[src/rtl/fifo_arb_pkg.sv]
// Shared types and helpers for the FIFO write-port arbiter.
package fifo_arb_pkg;

    // Arbiter FSM: IDLE picks the next owner, GRANT streams its words.
    typedef enum logic {
        IDLE  = 1'b0,
        GRANT = 1'b1
    } arb_state_e;

    // Reset values of the registered outputs and the FSM.
    localparam arb_state_e RST_STATE = IDLE;
    localparam logic       RST_WINC  = 1'b0;
    localparam logic       RST_OVF   = 1'b0;

    // Bits needed to hold values 0..n-1; never less than one bit.
    function automatic int clog2(input int n);
        int r;
        r = 0;
        while ((1 << r) < n) begin
            r = r + 1;
        end
        if (r == 0) begin
            r = 1;
        end
        return r;
    endfunction

endpackage

[src/rtl/rr_pick.sv]
// Round-robin picker: first active request after rr_last, wrapping around.
module rr_pick
    import fifo_arb_pkg::*;
#(
    parameter  int NREQ = 4,
    localparam int IW   = clog2(NREQ)
) (
    input  logic [NREQ-1:0] req,
    input  logic [IW-1:0]   rr_last,
    output logic [IW-1:0]   idx,
    output logic            any
);

    localparam logic [IW:0] NREQ_W = (IW + 1)'(NREQ);

    // Duplicating the vector lets a single part-select perform the rotation.
    logic [2*NREQ-1:0] req_dbl;
    logic [NREQ-1:0]   req_rot;
    logic [IW:0]       base;
    logic [IW:0]       off;
    logic [IW:0]       sum;

    genvar gi;
    generate
        for (gi = 0; gi < NREQ; gi++) begin : g_dbl
            assign req_dbl[gi]        = req[gi];
            assign req_dbl[gi + NREQ] = req[gi];
        end
    endgenerate

    assign base    = {1'b0, rr_last} + (IW + 1)'(1);
    assign req_rot = req_dbl[base +: NREQ];

    // Lowest set bit of the rotated vector is the winner; map back to an index.
    always_comb begin
        any = 1'b0;
        off = '0;
        for (int k = 0; k < NREQ; k++) begin
            if (!any && req_rot[k]) begin
                any = 1'b1;
                off = (IW + 1)'(k);
            end
        end
        sum = base + off;
        idx = (sum >= NREQ_W) ? IW'(sum - NREQ_W) : IW'(sum);
    end

endmodule

[src/rtl/fifo_wr_arb.sv]
// Round-robin sharing of the async FIFO write port between NREQ requesters,
// with burst limiting, full/almost-full throttling and registered winc/wdata.
module fifo_wr_arb
    import fifo_arb_pkg::*;
#(
    parameter  int NREQ  = 4,
    parameter  int DSIZE = 16,
    parameter  int BURST = 4,
    localparam int OW    = clog2(NREQ),
    localparam int BW    = clog2(BURST + 1)
) (
    input  logic                  wclk,
    input  logic                  wrst,
    input  logic                  en,
    input  logic [NREQ-1:0]       req,
    input  logic [NREQ*DSIZE-1:0] req_data,
    input  logic [NREQ-1:0]       req_last,
    output logic [NREQ-1:0]       ack,
    output logic [OW-1:0]         owner,
    output logic                  busy,
    output logic                  winc,
    output logic [DSIZE-1:0]      wdata,
    input  logic                  wfull,
    input  logic                  wfull_almost,
    input  logic                  err_clr,
    output logic                  ovf_err
);

    localparam logic [BW-1:0] BEAT_LAST = BW'(BURST - 1);

    arb_state_e       state_q,   state_d;
    logic [OW-1:0]    owner_q,   owner_d;
    logic [OW-1:0]    rr_last_q, rr_last_d;
    logic [BW-1:0]    beat_q,    beat_d;
    logic             winc_q,    winc_d;
    logic [DSIZE-1:0] wdata_q,   wdata_d;
    logic             ovf_q,     ovf_d;

    logic [DSIZE-1:0] data_arr [NREQ];
    logic [OW-1:0]    pick_idx;
    logic             pick_any;
    logic             room;
    logic             own_req;
    logic             own_last;

    genvar gi;
    generate
        for (gi = 0; gi < NREQ; gi++) begin : g_data
            assign data_arr[gi] = req_data[gi*DSIZE +: DSIZE];
        end
    endgenerate

    rr_pick #(
        .NREQ(NREQ)
    ) u_pick (
        .req    (req),
        .rr_last(rr_last_q),
        .idx    (pick_idx),
        .any    (pick_any)
    );

    // A write already in flight consumes the last free slot when almost full.
    assign room     = ~wfull & ~(wfull_almost & winc_q);
    assign own_req  = req[owner_q];
    assign own_last = req_last[owner_q];

    // Next-state, burst counting, ack generation and write staging.
    always_comb begin
        state_d   = state_q;
        owner_d   = owner_q;
        rr_last_d = rr_last_q;
        beat_d    = beat_q;
        winc_d    = 1'b0;
        wdata_d   = wdata_q;
        ack       = '0;
        case (state_q)
            IDLE: begin
                if (en && pick_any) begin
                    owner_d = pick_idx;
                    beat_d  = '0;
                    state_d = GRANT;
                end
            end
            GRANT: begin
                if (own_req && room) begin
                    ack[owner_q] = 1'b1;
                    winc_d       = 1'b1;
                    wdata_d      = data_arr[owner_q];
                    beat_d       = beat_q + BW'(1);
                end
                // Withdrawal, end of packet or full burst each end the grant once.
                if (!own_req || (room && (own_last || beat_q == BEAT_LAST))) begin
                    state_d   = IDLE;
                    rr_last_d = owner_q;
                end
            end
        endcase
        // Overflow set has priority over a same-cycle clear.
        ovf_d = (winc_q & wfull) | (ovf_q & ~err_clr);
    end

    // State and output registers; reset drops any staged write.
    always_ff @(posedge wclk or posedge wrst) begin
        if (wrst) begin
            state_q   <= RST_STATE;
            owner_q   <= '0;
            rr_last_q <= OW'(NREQ - 1);
            beat_q    <= '0;
            winc_q    <= RST_WINC;
            wdata_q   <= '0;
            ovf_q     <= RST_OVF;
        end else begin
            state_q   <= state_d;
            owner_q   <= owner_d;
            rr_last_q <= rr_last_d;
            beat_q    <= beat_d;
            winc_q    <= winc_d;
            wdata_q   <= wdata_d;
            ovf_q     <= ovf_d;
        end
    end

    assign owner   = owner_q;
    assign busy    = (state_q == GRANT);
    assign winc    = winc_q;
    assign wdata   = wdata_q;
    assign ovf_err = ovf_q;

endmodule

[config.mk]
export PLATFORM = sky130hd
export DESIGN_NAME = fifo_wr_arb
export DESIGN_NICKNAME = d
export VERILOG_FILES = /design/src/rtl/fifo_arb_pkg.sv /design/src/rtl/rr_pick.sv /design/src/rtl/fifo_wr_arb.sv
export SDC_FILE = /design/constraint.sdc
export NUM_CORES = 1
export LEC_CHECK = 0
export BUFFER_PORTS_ARGS = -buffer_cell sky130_fd_sc_hd__buf_2
export CAP_MARGIN = 10
export CORE_ASPECT_RATIO = 2
export CORE_MARGIN = 5
export CORE_UTILIZATION = 47
export CTS_CLUSTER_DIAMETER = 60
export DETAILED_ROUTE_END_ITERATION = 8
export HOLD_SLACK_MARGIN = 0.03
export PLACE_DENSITY = 0.89
export SETUP_SLACK_MARGIN = 0.02
export SYNTH_ARGS = -nofsm -noshare
export SYNTH_HDL_FRONTEND = slang
export SYNTH_HIERARCHICAL = 1
export SYNTH_SLANG_ARGS = --single-unit
[constraint.sdc]
create_clock -name wclk -period 5.64 [get_ports wclk]
set_clock_uncertainty 0.05 [all_clocks]
set_input_delay 1.128 -clock wclk [delete_from_list [all_inputs] [get_ports wclk]]
set_output_delay 1.128 -clock wclk [all_outputs]
set_load 0.005 [all_outputs]
==> metrics.md <==
| Metric | Value |
|---|---|
| Crit-path slowest cell | mux4_2 |
| Cells after Synth | 132 |
| Syn avg cell area | 13.3 um2 |
| Layout filler cell count | 318 |
| Count of different cell masters after synthesis | 39 |
| Share of layout cells above drive strength 1 | 65.9% |
| Vias | 1492 |
| DP Wirelength | 3790 um |
| Initial DRC Count | 29 |
| Measured slew at the worst slew-check pin | 957 ps |
| Area growth from synthesis to layout | 31.6% |
| Status | finished, final reports clean |
| DRT Pass-1 Iters | 4 |
| Top FF cell, synth | dfrtp_1 |
| PwrDens | 457 mW/mm2 |
| Final wirelength | 4610 um |
| Final setup viols | 0 |
| Leak pwr | 1.17 nW |
| DRC Markers | 0 |
| H-Tree Depth | 1 |
| Fin util | 64.2% |
| Die Area | 0.00514 mm2 |
| Fin crit share | 65.4% |
| Post-cts resize count | 0 |
| Worst-Skew Late Latency | 260 ps |
| Number of diodes | 0 |
| Post-synthesis sequential area ratio | 37.1% |
| Clk Tree Root Cell | clkbuf_8 |
| Max Cap Viol | 0 |
| Starting density of the core | 48.8% |
| Slew headroom | 36.1% |
| Critical Path Start Type | input port |
| Met2 wire len | 2550 um |
| Share of synthesized registers carrying an async set or reset | 100% |
| Setup TNS | 0 ps |
| Met1 wire length | 1630 um |
| Final #Nets | 311 |
| Highest routed layer | met4 |
| Top cells by instance count after synthesis | dfrtp_1 (24), mux4_2 (17), mux2_2 (10), mux2_4 (10), inv_1 (8) |
| CTS Hold Buffers Added | 0 |
| Max incr delay on CP | 530 ps |
| Num ports | 103 |
| Crit Path Max Fanout | 26 |
| Post-route ant nets | 0 |
| Clk sinks | 26 |
| First-pass GRT wire length | 7050 um |
| RSZ-0062 raised after global routing | no |
| Area fraction of the dominant cell type after synthesis | 34.1% |
| Port bufs | 102 |
| Initial antenna violation count | 0 |
| Clk buf depth | 2 |
| Core ar. | 0.00361 mm2 |
| Tightest Hold Check Type | reg2reg |
| DR WL met3 | 312 um |
| Most frequent CP cell | buf_2 |
| #FFs+latches synth | 26 |
| Min Tclk post-route | 3690 ps |
| Yosys top cell by area | dfrtp_1 |
| Gpl congestion | 0.790 |
| Routed length per instance | 16.6 um |
| Number of flops mapped to enable cells by yosys | 0 |
| Top achievable clock speed | 271 MHz |
| CTS tree | built |
| Vias in the first global route | 1539 |
| Peak supply drop | 0.311 mV |
| Syn Std Cell Area | 0.00176 mm2 |
| Largest net degree at the start of global routing | 27 |
| Num CTS Buffers | 3 |
| Worst path cell trace | buf_2, mux4_2, nand3_4, inv_2, and3_1, buf_2 |
| Slew Viols, Final | 0 |
| Post-CTS setup buffers | 0 |
| DIE WIDTH | 53.3 um |
| Critical Path Sink Type | output port |
| Die Span Y | 96.6 um |
| CTS clk-pin slew, worst paths | 90 ps |
| CP Class | in2out |
| Endpoints failing hold | 0 |
| GRT Resource Usage Total | 18.8% |
| DR vias/cell | 5.37 |
| Grt total ovfl | 0 |
| Yosys warns | 6 |
| Area contributors post-synth | dfrtp_1 (34%), mux4_2 (22%), mux2_4 (8.5%), mux2_2 (6.4%), dfstp_2 (3.0%) |
| Net Count, Synth | 213 |
| Most frequent cell after synthesis | dfrtp_1 |
| Worst Path Required | 4460 ps |
| Worst EP arrival | 2510 ps |
| Row cnt | 31 |
[sequential cells by signal, summed over array words and instances, names as in the netlist]
signal     count
beat_q         3
ovf_err        1
rr_last_q      2
wdata         16
busy           1
owner          2
winc           1
[through the flow]
step	cells	power, mW	area, um2	hold WS (ps)	worst slack [ps]
floorplan	132	0.796	1760	413	2320
global placement	274	0.931	2260	433	1970
detailed placement	274	0.955	2260	439	1950
CTS	278	1.07	2320	460	1950
global route	278	1.14	2320	480	1780
finish	278	1.06	2320	456	1950
[cell type report]
cell class | instances | area, um2 | area share (%)
Inverter | 9 | 33.8 | 1.46
Tap cell | 49 | 61.3 | 2.65
Timing Repair Buffer | 103 | 518 | 22.4
Sequential cell | 26 | 653 | 28.2
Multi-Input combinational cell | 87 | 995 | 42.9
Clock buffer | 4 | 55.1 | 2.38
[metal layers]
layer | vias to the layer above | global-route usage, %
li1 | 691 | -
met4 | 0 | 7.25
met5 | - | 0
met1 | 719 | 20.0
met2 | 70 | 34.7
met3 | 12 | 3.84
[critical path, delay by kind of cell]
kind	cells	cell delay, ps
buf+inv	3	320
mux	1	530
simple gates	2	520
[cell usage in the layout, fill, tap and decap left out, types with 2 or more instances in the layout]
master	Yosys	routed
nor3_1	2	2
mux2_2	10	10
or2b_1	2	2
mux2i_1	3	3
nand3_1	3	3
dfstp_2	2	2
mux4_2	17	17
inv_1	8	8
buf_2	1	102
o21ai_0	6	6
clkbuf_8	0	4
nor2_1	4	4
a21oi_1	2	2
nor3b_1	2	2
dfrtp_1	24	24
mux2_4	10	10
ha_1	3	3
nand2_1	6	6
[power by group]
group	switching, mW	internal [mW]	total (mW)
Combinational	0.214	0.352	0.566
Clock	0.0551	0.0623	0.117
Sequential	0.0958	0.279	0.375
Total	0.365	0.694	1.06
[path summary, 6_finish.rpt]
check,from,to,slack [ps],cells after the start
worst min-delay path,beat_q[2],beat_q[2],460,2
worst min register to register,beat_q[2],beat_q[2],460,2
worst max register to register,owner[1],wdata[14],3300,3
max in group asynchronous,wrst,wdata[10],3940,2
min in group asynchronous,wrst,beat_q[0],1020,2
worst max-delay path,req[3],ack[3],1950,6
[logic make-up after synthesis]
family | share of synthesized area (%)
xor+xnor | 0.995
flops | 37.1
simple gates | 7.75
mux | 38.4
fa+ha+maj | 2.13
buf+inv | 6.40
compound gates | 7.25
No activity file was read; power rests on OpenSTA's default activity.
